--- src/rtl/alu_pipe.sv ---
// alu_pipe: two-stage pipelined ALU with valid/ready handshakes and a registered Z/V/N flag file.
// Optional macro ALU_SAT_EN: ADD/SUB saturate on signed overflow instead of wrapping.
module alu_pipe #(
  parameter int WIDTH = 16,
  parameter int SHW   = 4
) (
  input  logic             clk,
  input  logic             rst,
  input  logic             in_valid,
  output logic             in_ready,
  input  logic [2:0]       op,
  input  logic [WIDTH-1:0] a,
  input  logic [WIDTH-1:0] b,
  output logic             out_valid,
  input  logic             out_ready,
  output logic [WIDTH-1:0] result,
  output logic             err,
  output logic             flag_z,
  output logic             flag_v,
  output logic             flag_n
);
  localparam int MSB = WIDTH - 1;

  typedef enum logic [2:0] {
    OP_ADD  = 3'd0,
    OP_SUB  = 3'd1,
    OP_XOR  = 3'd2,
    OP_NAND = 3'd3,
    OP_SLL  = 3'd4,
    OP_SRA  = 3'd5,
    OP_ROR  = 3'd6,
    OP_ILL  = 3'd7
  } op_e;

  if (SHW != $clog2(WIDTH)) begin : g_bad_shw
    $error("alu_pipe: SHW must equal clog2(WIDTH)");
  end

  logic             s1_valid_q, s1_valid_d;
  op_e              s1_op_q, s1_op_d;
  logic [WIDTH-1:0] s1_a_q, s1_a_d;
  logic [WIDTH-1:0] s1_b_q, s1_b_d;

  logic             s2_valid_q, s2_valid_d;
  logic [WIDTH-1:0] result_q, result_d;
  logic             err_q, err_d;
  logic             s2_legal_q, s2_legal_d;
  logic             s2_arith_q, s2_arith_d;

  logic             flag_z_q, flag_z_d;
  logic             flag_v_q, flag_v_d;
  logic             flag_n_q, flag_n_d;

  logic             s1_adv, s2_adv, out_xfer;
  logic [WIDTH-1:0] sum, diff, alu_r;
  logic             alu_ovf, alu_err;
  logic [SHW-1:0]   amt;
  logic [SHW:0]     amt_l;

  // Stage-2 combinational datapath, fed from the stage-1 registers.
  always_comb begin
    amt     = s1_b_q[SHW-1:0];
    amt_l   = (SHW+1)'(WIDTH) - {1'b0, amt};
    sum     = s1_a_q + s1_b_q;
    diff    = s1_a_q + ~s1_b_q + WIDTH'(1);
    alu_r   = '0;
    alu_ovf = 1'b0;
    case (s1_op_q)
      OP_ADD: begin
        alu_r   = sum;
        alu_ovf = (s1_a_q[MSB] == s1_b_q[MSB]) && (sum[MSB] != s1_a_q[MSB]);
      end
      OP_SUB: begin
        alu_r   = diff;
        alu_ovf = (s1_a_q[MSB] != s1_b_q[MSB]) && (diff[MSB] != s1_a_q[MSB]);
      end
      OP_XOR:  alu_r = s1_a_q ^ s1_b_q;
      OP_NAND: alu_r = ~(s1_a_q & s1_b_q);
      OP_SLL:  alu_r = s1_a_q << amt;
      OP_SRA:  alu_r = $signed(s1_a_q) >>> amt;
      // amt_l == WIDTH when amt == 0, so the left half shifts out completely.
      OP_ROR:  alu_r = (s1_a_q >> amt) | (s1_a_q << amt_l);
      default: alu_r = '0;
    endcase
`ifdef ALU_SAT_EN
    // Overflow direction follows the sign of a: positive a can only overflow upward.
    if (alu_ovf) begin
      alu_r = s1_a_q[MSB] ? {1'b1, {(WIDTH-1){1'b0}}} : {1'b0, {(WIDTH-1){1'b1}}};
    end
`endif
    alu_err = alu_ovf || (s1_op_q == OP_ILL);
  end

  assign s2_adv   = !s2_valid_q || out_ready;
  assign s1_adv   = !s1_valid_q || s2_adv;
  assign out_xfer = s2_valid_q && out_ready;

  always_comb begin
    s1_valid_d = s1_valid_q;
    s1_op_d    = s1_op_q;
    s1_a_d     = s1_a_q;
    s1_b_d     = s1_b_q;
    s2_valid_d = s2_valid_q;
    result_d   = result_q;
    err_d      = err_q;
    s2_legal_d = s2_legal_q;
    s2_arith_d = s2_arith_q;
    flag_z_d   = flag_z_q;
    flag_v_d   = flag_v_q;
    flag_n_d   = flag_n_q;

    if (s1_adv) begin
      s1_valid_d = in_valid;
      if (in_valid) begin
        s1_op_d = op_e'(op);
        s1_a_d  = a;
        s1_b_d  = b;
      end
    end

    // An empty stage 1 advancing leaves the old result in place behind out_valid=0.
    if (s2_adv) begin
      s2_valid_d = s1_valid_q;
      if (s1_valid_q) begin
        result_d   = alu_r;
        err_d      = alu_err;
        s2_legal_d = (s1_op_q != OP_ILL);
        s2_arith_d = (s1_op_q == OP_ADD) || (s1_op_q == OP_SUB);
      end
    end

    if (out_xfer) begin
      if (s2_legal_q) flag_z_d = (result_q == '0);
      if (s2_arith_q) begin
        flag_v_d = err_q;
        flag_n_d = result_q[MSB];
      end
    end
  end

  always_ff @(posedge clk) begin
    if (rst) begin
      s1_valid_q <= 1'b0;
      s1_op_q    <= OP_ADD;
      s1_a_q     <= '0;
      s1_b_q     <= '0;
      s2_valid_q <= 1'b0;
      result_q   <= '0;
      err_q      <= 1'b0;
      s2_legal_q <= 1'b0;
      s2_arith_q <= 1'b0;
      flag_z_q   <= 1'b0;
      flag_v_q   <= 1'b0;
      flag_n_q   <= 1'b0;
    end else begin
      s1_valid_q <= s1_valid_d;
      s1_op_q    <= s1_op_d;
      s1_a_q     <= s1_a_d;
      s1_b_q     <= s1_b_d;
      s2_valid_q <= s2_valid_d;
      result_q   <= result_d;
      err_q      <= err_d;
      s2_legal_q <= s2_legal_d;
      s2_arith_q <= s2_arith_d;
      flag_z_q   <= flag_z_d;
      flag_v_q   <= flag_v_d;
      flag_n_q   <= flag_n_d;
    end
  end

  assign in_ready  = s1_adv;
  assign out_valid = s2_valid_q;
  assign result    = result_q;
  assign err       = err_q;
  assign flag_z    = flag_z_q;
  assign flag_v    = flag_v_q;
  assign flag_n    = flag_n_q;
endmodule

--- config.mk ---
export PLATFORM = sky130hd
export DESIGN_NAME = alu_pipe
export DESIGN_NICKNAME = d
export VERILOG_FILES = /design/src/rtl/alu_pipe.sv
export SDC_FILE = /design/constraint.sdc
export NUM_CORES = 1
export LEC_CHECK = 0
export ABC_AREA = 0
export BUFFER_PORTS_ARGS = -buffer_cell sky130_fd_sc_hd__buf_2
export CORE_AREA = 2 2 130 132
export CTS_CLUSTER_DIAMETER = 120
export DETAILED_ROUTE_END_ITERATION = 8
export DIE_AREA = 0 0 132 134
export PLACE_DENSITY = 0.65
export REMOVE_ABC_BUFFERS = 1
export SLEW_MARGIN = 20
export SYNTH_ARGS = -nofsm -noshare
export SYNTH_HDL_FRONTEND = slang
export SYNTH_SLANG_ARGS = --single-unit
--- constraint.sdc ---
create_clock -name clk -period 9 [get_ports clk]
set_clock_uncertainty 0.05 [all_clocks]
set_input_delay 2.7 -clock clk [delete_from_list [all_inputs] [get_ports clk]]
set_output_delay 2.7 -clock clk [all_outputs]
set_load 0.01 [all_outputs]
### Word-level counts from Yosys, hierarchy flattened

Cells that the tools add are included.

| word-level totals | value |
|---|---|
| register bits after elaboration | 59 |
| latch bits | 0 |
| memory bits (writable) | 0 |
| ROM bits | 0 |
| input bits | 39 |
| output and inout bits | 22 |
| memories | 0 |

| operators by class | value |
|---|---|
| add/sub/neg operators | 4 |
| multipliers | 0 |
| divide/modulo/power cells | 0 |
| magnitude comparators | 0 |
| equality and inequality tests | 12 |
| shifts and indexed selects | 4 |
| muxes and demuxes | 2 |
| bitwise logic cells | 5 |
| reduce and logical (&&, ||, !) cells | 15 |

Operators with widths:

| kind | count |
|---|---|
| 16-bit one-hot mux with 7 select lines | 1 |
| 16-bit adder | 2 |
| 16-bit inverter | 2 |
| 16-bit by 1-bit adder with 16-bit output, second input constant | 1 |
| 16-bit AND | 1 |
| 16-bit logical NOT | 1 |
| 16-bit OR | 1 |
| 16-bit by 4-bit left shift with 16-bit output | 1 |
| 16-bit by 5-bit left shift with 16-bit output | 1 |
| 16-bit by 4-bit right shift with 16-bit output | 1 |
| 16-bit by 4-bit >>> shifter with 16-bit output | 1 |
| 16-bit XOR | 1 |
| 3-bit == test, second input constant | 4 |
| 2-bit AND reduction | 4 |
| 3-bit by 2-bit == test with 1-bit output, second input constant | 2 |
| 5-bit by 4-bit subtractor with 5-bit output, first input constant | 1 |
| 1-bit logical OR | 4 |
| 3-bit by 1-bit == test with 1-bit output, second input constant | 1 |
| 1-bit logical AND | 3 |
| 3-bit logical NOT | 1 |
| 1-bit inequality test | 3 |
| 3-bit inequality test, second input constant | 1 |
| 1-bit logical NOT | 2 |
| 1-bit one-hot mux with 2 select lines | 1 |
| 1-bit == test | 1 |

### Logic depth before layout (Yosys ltp)

| logic depth | value |
|---|---|
| depth after elaboration | 7 |
| gate-level depth with buffers | 13 |

### Worst setup path after synthesis

OpenSTA, ideal clock, no wires.

| timing path | value |
|---|---|
| path type | input to output |
| from | input port out_ready |
| to | output port in_ready |
| arrival | 3009 ps |
| data required time | 6250 ps |
| slack | 3241 ps |
| stages | 2 |
| buffers on the path | 0 |
| cells stage by stage | nor2b_1 -> nand2_1 |

| on the way | value |
|---|---|
| longest elaborated chain between the ends | 2 |

Ends and longest elaborated chain:

| what | RTL line | RTL |
|---|---|---|
| start: declaration | 15 | `input logic out_ready,` |
| 1-bit logical OR | 94 | `assign s2_adv = !s2_valid_q \|\| out_ready;` |
| 1-bit logical OR | 95 | `assign s1_adv = !s1_valid_q \|\| s2_adv;` |
| end: declaration | 10 | `output logic in_ready,` |

No other way between the ends.

### Final worst setup path

Ends and elaborated chain as after synthesis.

==> metrics <==
Post-Route WL=26,400 µm; antenna violations before repair=0; FF+latch count, synth=59; leading post-synthesis cells by cell area=dfxtp_1 (17%), mux2i_1 (9.0%), nand2_1 (7.3%); PD cells=142 nW/µm²; CTS tree=yes; global-route wire length before repair=40,100 µm; worst-margin pin slew=between 1 and 1.5 ns; number of enable flip-flop cells after synthesis=0; Max-slew headroom=0.279; CP Max Fanout=4; Initial Util=0.424; Die Span Y=about 130 µm; status=complete, no violations; Fin Setup TNS=0 ns; total CTS buffers=9; min Tclk post-route=6.04 ns; Placed Area=approximately 7200 µm²; antenna cells=0; post-CTS resize count=0; Mapped Area=6900 µm²; max cap viols=0; Most used DFF post-synth=dfxtp_1; fmax=165 MHz; Required @ worst endpoint=6.25 ns; critical path class=in2out; CTS sink cnt=59; die area=17,700 µm²; Worst Path Arrival=between 3 and 4 ns; Yosys Warn Count=0; Iteration-0 DRC Markers=921; wire per inst=23.1 µm; GRT overflow=0; area share of the largest cell type after synthesis=0.171; boundary pin count=slightly above 60; hpwl dp=19,200 µm; fin cells=1,141; Via density=about 6.5; DRC Markers=0; clk buf depth=2; hold buffer count at CTS=0; drt pass-1 iters=8; Post-CTS Setup Bufs=0; commonest cells in the synthesized netlist=nand2_1 (135), a21oi_1 (94), nor2_1 (63); count leader, synth=nand2_1; Core ar.=16,300 µm²; Vias=between 7,000 and 8,000; Static Leak=between 2 and 3 nW; r2r setup slk=4.94 ns; CP Launch Type=primary input; # H-tree levels=3; GPL Wtd Cong=1.05; Avg Cell Area, Syn=7.60 µm²; largest net degree at the start of global routing=50; Port Buffers=60; clk slew on worst S/H paths=0.05 ns; Yosys top cell by area=dfxtp_1; Mapped Cells=908; post-route ant nets=0; Die W=roughly 130 µm; post-route cell area=7560 µm²; CP Capture Type=primary output; Min-Delay Path Class=reg2reg; VDD IR max=0.0933 mV; Nets=990; RSZ-0062 raised after global routing=no; Syn-to-layout area delta=9.46%; post-synth cell types=90; Root Buffer=clkbuf_16; sequential fraction of the synthesis area=0.171; worst skew pair latency=0.35 ns; Hold Vio Cnt, Final=0; Final period util=0.671; Finish-stage setup viols=0; row count=47; share of cells above drive strength 1=0.161; vias in the first global route=6,707; placed cell count=1,125; asr flop ratio synth=0; Total GRT Usage=0.293; max-slew violations=0; Fillers=1,672
==> power breakdown <==
group          internal (W)  leakage [nW]  switching, W  total, W
Sequential         0.000275         0.485     0.0000261  0.000302
Clock              0.000270         0.165      0.000139  0.000409
Combinational      0.000136          2.22      0.000229  0.000365
==> worst max-delay path, cell delays in order <==
cell     delay (ns)
buf_2          0.11
nor2b_1        0.21
nand2_1        0.12
buf_2          0.15
==> cell type report <==
| cell class | instances | area (µm²) | area share |
|---|---|---|---|
| multi-input cells | 735 | 5210 | 0.689 |
| inverters | 36 | 135 | 0.0179 |
| flip-flops and latches | 59 | 1180 | 0.157 |
| clock buffers | 9 | 225 | 0.0298 |
| well taps | 220 | 275 | 0.0364 |
| clock inverters | 7 | 116 | 0.0154 |
| repair buffers | 75 | 413 | 0.0546 |
==> path summary, 6_finish.rpt <==
kind                                    to        from  cells past startpoint
worst max register to register   result[9]   s1_b_q[0]                      9
worst min-delay path            s2_legal_q  s2_legal_q                      2
worst max-delay path              in_ready   out_ready                      4
worst min register to register  s2_legal_q  s2_legal_q                      2
==> layer usage <==
layer / global-route usage / vias up / wire length, µm
met5: 0 / - / 0
met4: 0.102 / 0 / 863
met3: 0.0590 / 61 / 2610
met2: 0.450 / 410 / 11500
met1: 0.409 / 3534 / 11400
li1: - / 3380 / -
==> flip-flops by register name, indices dropped and copies added, names as in the netlist, 3 cells and up <==
register	cells
result	16
s1_a_q	16
s1_b_q	16
s1_op_q	3
==> cells by family (layout without fill, tap and decap cells) <==
logic type / after synthesis / after routing / synth area share
AOI/OAI and AO/OA: 279 / 279 / 0.275
DFF: 59 / 59 / 0.171
adders and majority gates: 35 / 35 / 0.0656
buffers and inverters: 114 / 127 / 0.0745
muxes: 97 / 97 / 0.184
and+or+nand+nor: 311 / 311 / 0.211
xor gates and xnor gates: 13 / 13 / 0.0176
==> placed cells by master, fill, tap and decap left out, types with 11 or more instances in the layout <==
cell | synthesis | routed
buf_4 | 4 | 15
nor3_1 | 19 | 19
o22ai_1 | 18 | 18
mux2_2 | 11 | 11
dfxtp_1 | 59 | 57
nand2_1 | 135 | 135
ha_1 | 33 | 33
nand3_1 | 14 | 14
mux4_2 | 21 | 21
mux2i_1 | 62 | 62
o21ai_0 | 31 | 31
buf_2 | 25 | 60
a211oi_1 | 15 | 15
inv_1 | 30 | 30
nand2b_1 | 11 | 11
a21oi_1 | 94 | 94
nor2b_1 | 19 | 19
nor2_1 | 63 | 63
==> through the flow <==
stage                     setup WS (ns)  utilization  hold WS, ns  total power, W
final                              2.96        0.464        0.414         0.00108
after global placement             2.98        0.443        0.407        0.000658
after CTS                          2.95        0.464        0.420         0.00107
after global routing               2.86        0.464        0.453         0.00112
after detailed placement           2.96        0.443        0.411        0.000659
after floorplan                    3.24            -        0.381        0.000541
No activity file was read; power rests on OpenSTA's default activity.
